==> src/rtl/vga_timing_pkg.sv <==
// rtl/vga_timing_pkg.sv - shared VGA timing constants for counters and sync generators
package vga_timing_pkg;

   localparam int H_TOTAL     = 1600;
   localparam int V_TOTAL     = 525;
   localparam int H_ACT_START = 97;
   localparam int H_ACT_END   = 1376;
   localparam int V_ACT_START = 0;
   localparam int V_ACT_END   = 479;
   localparam int HSYNC_START = 1;
   localparam int HSYNC_END   = 1408;
   localparam int VSYNC_START = 490;
   localparam int VSYNC_END   = 491;

   localparam int H_W   = 11;
   localparam int V_W   = 10;
   localparam int PIX_W = 10;

endpackage

==> src/rtl/vga_timing_counter_if.sv <==
// rtl/vga_timing_counter_if.sv - enable input and timing outputs of the VGA counter
interface vga_timing_counter_if;
   import vga_timing_pkg::*;

   logic             enable;
   logic [H_W-1:0]   cntHorizontal;
   logic [V_W-1:0]   cntVertical;
   logic             videoOn;
   logic [PIX_W-1:0] pixelX;
   logic [PIX_W-1:0] pixelY;
   logic             pixelTick;
   logic             lineEnd;
   logic             frameEnd;

   modport master (
      input  enable,
      output cntHorizontal, cntVertical, videoOn, pixelX, pixelY,
             pixelTick, lineEnd, frameEnd
   );

   modport slave (
      output enable,
      input  cntHorizontal, cntVertical, videoOn, pixelX, pixelY,
             pixelTick, lineEnd, frameEnd
   );

endinterface

==> src/rtl/vga_timing_counter_mod_counter.sv <==
// rtl/vga_timing_counter_mod_counter.sv - modulo-MAX counter with enable-qualified wrap strobe
module mod_counter #(
   parameter int MAX   = 1600,
   parameter int WIDTH = 11
) (
   input  logic             clk,
   input  logic             reset,
   input  logic             en,
   output logic [WIDTH-1:0] count,
   output logic             wrap
);

   logic [WIDTH-1:0] count_q;
   logic [WIDTH-1:0] count_d;
   logic             at_top;

   // >= rather than == so a corrupted count recovers to 0 instead of running off
   assign at_top = (count_q >= WIDTH'(MAX - 1));

   always_comb begin
      count_d = count_q;
      if (en) begin
         count_d = at_top ? '0 : count_q + WIDTH'(1);
      end
   end

   always_ff @(posedge clk) begin
      if (reset) begin
         count_q <= '0;
      end else begin
         count_q <= count_d;
      end
   end

   assign count = count_q;
   assign wrap  = en & at_top;

endmodule

==> src/rtl/vga_timing_counter.sv <==
// rtl/vga_timing_counter.sv - free-running line/frame counters with active-window decode
module vga_timing_counter
   import vga_timing_pkg::*;
(
   input  logic                  clk,
   input  logic                  reset,
   vga_timing_counter_if.master  bus
);

   logic [H_W-1:0] cnt_h;
   logic [V_W-1:0] cnt_v;
   logic           h_wrap;
   logic           v_wrap;
   logic [H_W-1:0] h_off;
   logic [V_W-1:0] v_off;
   logic           h_act;
   logic           v_act;
   logic           video_on;

   mod_counter #(.MAX(H_TOTAL), .WIDTH(H_W)) u_horz (
      .clk   (clk),
      .reset (reset),
      .en    (bus.enable),
      .count (cnt_h),
      .wrap  (h_wrap)
   );

   mod_counter #(.MAX(V_TOTAL), .WIDTH(V_W)) u_vert (
      .clk   (clk),
      .reset (reset),
      .en    (h_wrap),
      .count (cnt_v),
      .wrap  (v_wrap)
   );

   // Offset-from-start compares cover both window bounds with one unsigned test
   always_comb begin
      h_off    = cnt_h - H_W'(H_ACT_START);
      v_off    = cnt_v - V_W'(V_ACT_START);
      h_act    = (h_off <= H_W'(H_ACT_END - H_ACT_START));
      v_act    = (v_off <= V_W'(V_ACT_END - V_ACT_START));
      video_on = h_act & v_act;
   end

   always_comb begin
      bus.cntHorizontal = cnt_h;
      bus.cntVertical   = cnt_v;
      bus.videoOn       = video_on;
      bus.pixelX        = video_on ? h_off[H_W-1:1] : '0;
      bus.pixelY        = video_on ? v_off : '0;
      bus.pixelTick     = video_on & ~h_off[0];
      bus.lineEnd       = h_wrap;
      bus.frameEnd      = v_wrap;
   end

endmodule

==> src/flat_wrapper.sv <==
// flat-port wrapper written by rule: the top's interface ports become plain ports
module vga_timing_counter_flat import vga_timing_pkg::*;
  (clk, reset, bus_enable, bus_cntHorizontal, bus_cntVertical, bus_videoOn, bus_pixelX, bus_pixelY, bus_pixelTick, bus_lineEnd, bus_frameEnd);
  vga_timing_counter_if bus_i ();
  input  logic clk;
  input  logic reset;
  input wire logic [$bits(bus_i.enable)-1:0] bus_enable;
  output wire logic [$bits(bus_i.cntHorizontal)-1:0] bus_cntHorizontal;
  output wire logic [$bits(bus_i.cntVertical)-1:0] bus_cntVertical;
  output wire logic [$bits(bus_i.videoOn)-1:0] bus_videoOn;
  output wire logic [$bits(bus_i.pixelX)-1:0] bus_pixelX;
  output wire logic [$bits(bus_i.pixelY)-1:0] bus_pixelY;
  output wire logic [$bits(bus_i.pixelTick)-1:0] bus_pixelTick;
  output wire logic [$bits(bus_i.lineEnd)-1:0] bus_lineEnd;
  output wire logic [$bits(bus_i.frameEnd)-1:0] bus_frameEnd;
  assign bus_i.enable = bus_enable;
  assign bus_cntHorizontal = bus_i.cntHorizontal;
  assign bus_cntVertical = bus_i.cntVertical;
  assign bus_videoOn = bus_i.videoOn;
  assign bus_pixelX = bus_i.pixelX;
  assign bus_pixelY = bus_i.pixelY;
  assign bus_pixelTick = bus_i.pixelTick;
  assign bus_lineEnd = bus_i.lineEnd;
  assign bus_frameEnd = bus_i.frameEnd;
  vga_timing_counter u_core (.clk(clk), .reset(reset), .bus(bus_i));
endmodule
==> config.mk <==
export PLATFORM = sky130hd
export DESIGN_NAME = vga_timing_counter_flat
export DESIGN_NICKNAME = d
export VERILOG_FILES = /design/src/rtl/vga_timing_pkg.sv /design/src/rtl/vga_timing_counter_if.sv /design/src/rtl/vga_timing_counter_mod_counter.sv /design/src/rtl/vga_timing_counter.sv /design/src/flat_wrapper.sv
export SDC_FILE = /design/constraint.sdc
export NUM_CORES = 1
export LEC_CHECK = 0
export CELL_PAD_IN_SITES_DETAIL_PLACEMENT = 1
export CELL_PAD_IN_SITES_GLOBAL_PLACEMENT = 2
export CORE_MARGIN = 2
export CORE_UTILIZATION = 25
export DETAILED_ROUTE_END_ITERATION = 10
export GPL_TIMING_DRIVEN = 0
export PLACE_DENSITY_LB_ADDON = 0.08
export SYNTH_ARGS = -nofsm -noshare
export SYNTH_HDL_FRONTEND = slang
export SYNTH_SLANG_ARGS = --single-unit
==> constraint.sdc <==
create_clock -name clk -period 3.37 [get_ports clk]
set_input_delay 0.674 -clock clk [delete_from_list [all_inputs] [get_ports clk]]
set_output_delay 0.674 -clock clk [all_outputs]
set_load 0.05 [all_outputs]
==> impl_metrics.json <==
{
  "status": "complete, no violations",
  "yosysWarnings": 0,
  "worst_slew_margin_rel_pct": 32.37,
  "die_ht_um": 82.14,
  "synthesis.area_per_instance_um2": 7.594,
  "floorplan.core_area_um2": 5921,
  "num_vias": 1635,
  "r2r_start": "u_core.u_horz.count[3]$_SDFFE_PP0P_",
  "pwr-share-comb_pct": 15.6,
  "report.power.total_mw": 0.5143,
  "final_period_util_pct": 96.43,
  "cts_max_path_buffers": 2,
  "worst_ep_required_time_ns": 2.70,
  "hold_end": "u_core.u_vert.count[3]$_SDFFE_PP0P_",
  "cp.buffers_inverters": 3,
  "crit_top_cell": "sky130_fd_sc_hd__o21ai_4",
  "tritoncts": "built",
  "max-vdd-ir-drop_uv": 157.6,
  "grt_pass1_vias": 1618,
  "worstReg2RegEnd": "u_core.u_horz.count[5]$_SDFFE_PP0P_",
  "post_route_cells_drive_above_1_share_pct": 28.17,
  "die-width_um": 82.14,
  "upper_clock_frequency_limit_mhz": 307.7,
  "io_pins": 48,
  "hold_ws_ns": 0.5508,
  "syn2layout_area_growth_pct": 57.87,
  "ant_nets": 0,
  "post_layout_nonfiller_instances": 327,
  "setup-violations-final": 0,
  "clkTransAtPathRegs_ns": 0.09,
  "cp_cell_sequence": "inv_4 > ha_4 > or4b_4 > and3_4 > o21ai_4 > o21ai_4 > buf_12 > a211oi_4 > buf_6",
  "design.die.area_um2": 6747,
  "maxCapViolCount": 0,
  "hold_path_class": "register to register",
  "synthCells": 201,
  "place.gp.congestion": 0.7882,
  "rsz0062_at_grt": "no",
  "post_dp_cell_area_um2": 2262,
  "slew_violations": 0,
  "critical_path_class": "register to output pin",
  "post_synth_num_cell_types": 44,
  "overall_routing_resource_usage_pct": 16.54,
  "row_count": 28,
  "critPathArrivalTime_ns": 2.58,
  "power.switching_mw": 0.1473,
  "place_hpwl_mm": 3.847,
  "synth_top_family_by_area": "simple AND/OR/NAND/NOR gates",
  "sort_of_element_at_the_start_of_the_critical_path": "register",
  "drt_drc_violations_left": 0,
  "power-per-cell-area_nw_per_um2": 213.4,
  "worst_path_max_delay_cell": "sky130_fd_sc_hd__or4b_4",
  "pwr-share-seq_pct": 50.2,
  "p_int_mw": 0.3670,
  "cts_sinks": 21,
  "yosys.area_share.adder_pct": 3.279,
  "fillers": 686,
  "r2r_setup_slack_ns": 0.93,
  "drtIter0Drc": 30,
  "net_sw_share_pct": 28.64,
  "cts_max_level": 1,
  "antenna_found_initial": 0,
  "vias_per_cell": 5.000,
  "cts_root_buffer_type": "sky130_fd_sc_hd__clkbuf_8",
  "report.final.hold_viol_count": 0,
  "antenna_cells_inserted": 0,
  "cts_inserted_buffers": 3,
  "clk-insertion-delay-late_ns": 0.26,
  "wire_per_inst_um": 16.06,
  "dp_cells": 321,
  "simple_logic_cell_fraction_of_the_synthesized_area_pct": 26.72,
  "global_route_wire_length_before_repair_mm": 8.473,
  "power_leakage_nw": 0.7716,
  "synth_area_in_xor_xnor_pct": 9.754,
  "critical_path.max_fanout": 9,
  "synth_compound_area_share_pct": 23.52,
  "fin_skew_ns": 0.002736,
  "critPathTopFamily": "simple AND/OR/NAND/NOR gates",
  "postLayoutCellArea_um2": 2410,
  "clock_power_share_pct": 34.2,
  "slowest_delay_ns": 0.50,
  "postSynthRegisterBits": 21,
  "drt-total-wl_mm": 5.253,
  "initial_utilization_pct": 25.78,
  "tightest_slew_ns": 1.014,
  "port_buffers": 45,
  "grt_max_degree": 12,
  "sequential_element_share_of_the_synthesized_area_pct": 27.54,
  "synth.mux.area_fraction_pct": 0.6557,
  "worstHoldStart": "u_core.u_vert.count[3]$_SDFFE_PP0P_",
  "postCtsHoldBufs": 0,
  "reg2regPathDepth": 7,
  "finish.net_count": 260,
  "hold_path_depth": 2,
  "critical_path.endpoint_type": "output pin",
  "drt_first_pass_iters": 4,
  "netlist_area_um2": 1526,
  "grt_overflow": 0,
  "final.min_clock_period_ns": 3.250,
  "synthesis.nets": 208
}
-- flip-flops by register name, indices dropped and copies added (netlist names) --
name                 flops
u_core.u_horz.count     11
u_core.u_vert.count     10
-- power by group through the flow --
stage | clock [mW] | sequential [mW] | combinational (mW)
2_1_floorplan | 0 | 0.268 | 0.0467
5_1_grt | 0.199 | 0.260 | 0.0873
3_3_place_gp | 0 | 0.260 | 0.0752
4_1_cts | 0.188 | 0.255 | 0.0848
3_5_place_dp | 0 | 0.260 | 0.0748
6_report | 0.176 | 0.258 | 0.0800
-- worst max-delay path by stage --
| stage | startpoint | depth (start not counted) | to | slack [ns] |
|---|---|---|---|---|
| floorplan | u_core.u_horz.count[0]$_SDFFE_PP0P_ | 8 | bus_pixelTick | -0.03 |
| global placement | u_core.u_horz.count[0]$_SDFFE_PP0P_ | 9 | bus_pixelY[7] | -0.78 |
| detailed placement | u_core.u_horz.count[0]$_SDFFE_PP0P_ | 9 | bus_pixelY[3] | -0.73 |
| CTS | u_core.u_horz.count[0]$_SDFFE_PP0P_ | 10 | bus_pixelX[6] | 0.002 |
| global route | u_core.u_horz.count[3]$_SDFFE_PP0P_ | 6 | bus_lineEnd | 0.002 |
| finish | u_core.u_horz.count[0]$_SDFFE_PP0P_ | 9 | bus_pixelX[6] | 0.12 |
-- through the flow --
stage / setup WS [ns] / setup TNS [ns] / util (%)
2_1_floorplan: -0.02820 / -0.2538 / -
3_3_place_gp: -0.7808 / -14.65 / 38.21
3_5_place_dp: -0.7317 / -14.06 / 38.21
4_1_cts: 0.001814 / 0 / 39.94
5_1_grt: 0.002344 / 0 / 40.70
6_report: 0.1204 / 0 / 40.70
-- logic make-up after synthesis --
family / Yosys count
and+or+nand+nor: 74
AOI/OAI and AO/OA: 51
buffers and inverters: 32
DFF: 21
xor gates and xnor gates: 17
adders and majority gates: 4
other: 1
muxes: 1
-- tightest hold or removal path, cell delays in order, from the launching register on --
cell and delay, ns:
sky130_fd_sc_hd__dfxtp_1 0.34, sky130_fd_sc_hd__inv_1 0.09, sky130_fd_sc_hd__o31ai_1 0.08
-- cells in the mapped netlist (all sizes together) --
| master | number | area [µm²] |
|---|---|---|
| o21a | 1 | 7.510 |
| inv | 15 | 56.30 |
| dfxtp | 21 | 420.4 |
| nand4 | 7 | 43.79 |
| nand2b | 1 | 6.260 |
| xnor2 | 11 | 96.34 |
| nand3 | 6 | 42.54 |
| or4b | 1 | 10.01 |
| nor4b | 1 | 8.760 |
| or3 | 2 | 12.51 |
| and4 | 1 | 8.760 |
| and2 | 1 | 6.260 |
| nor2 | 19 | 71.32 |
| nor2b | 1 | 6.260 |
| or4 | 8 | 63.81 |
| nand2 | 11 | 41.29 |
| ha | 4 | 50.05 |
| a211oi | 17 | 127.6 |
| o31ai | 8 | 78.82 |
| a31oi | 1 | 6.260 |
| xor2 | 6 | 52.55 |
| a21oi | 14 | 70.07 |
| a41oi | 1 | 8.760 |
| buf | 4 | 21.27 |
| a21boi | 1 | 7.510 |
| and4b | 1 | 10.01 |
| clkbuf | 13 | 48.80 |
| nor3 | 10 | 50.05 |
| nor4 | 1 | 6.260 |
| conb | 1 | 3.750 |
| nor3b | 1 | 7.510 |
| o21ai | 5 | 28.77 |
| o32ai | 1 | 8.760 |
| mux2i | 1 | 10.01 |
| and3 | 2 | 12.51 |
| a21o | 2 | 15.01 |
-- cell type report --
type / count / area, µm² / area share [%]
sequential: 21 / 422.9 / 17.55
clock buffer: 4 / 45.04 / 1.869
multi-input combinational: 148 / 1217 / 50.52
inverter: 15 / 58.81 / 2.440
tap: 75 / 93.84 / 3.894
timing repair buffer: 49 / 483.0 / 20.04
buffer: 15 / 88.84 / 3.686
-- metal layers --
| layer | track usage [%] | wire length [µm] |
|---|---|---|
| met4 | 2.000 | 23 |
| met5 | 0 | 0 |
| met1 | 20.91 | 2427 |
| met3 | 3.043 | 149 |
| met2 | 30.00 | 2652 |
-- cell usage in the layout (no fill, tap or decap), drive strengths merged, types with 10 or more instances in the layout --
cell type and n:
a211oi 17, a21oi 14, buf 28, clkbuf 14
clkdlybuf4s50 22, dfxtp 21, inv 15, nand2 11
nor2 19, nor3 10, xnor2 11
-- repair_timing --
item                                    4_1_cts  5_1_grt
gates cloned                                  0        1
endpoints found under the setup margin       23       23
gates resized for setup                     142        9
pin swaps                                     1        2
hold endpoints to repair                      0        0
buffers inserted                              3        0
Note: power is estimated with default switching activity, not from simulation.
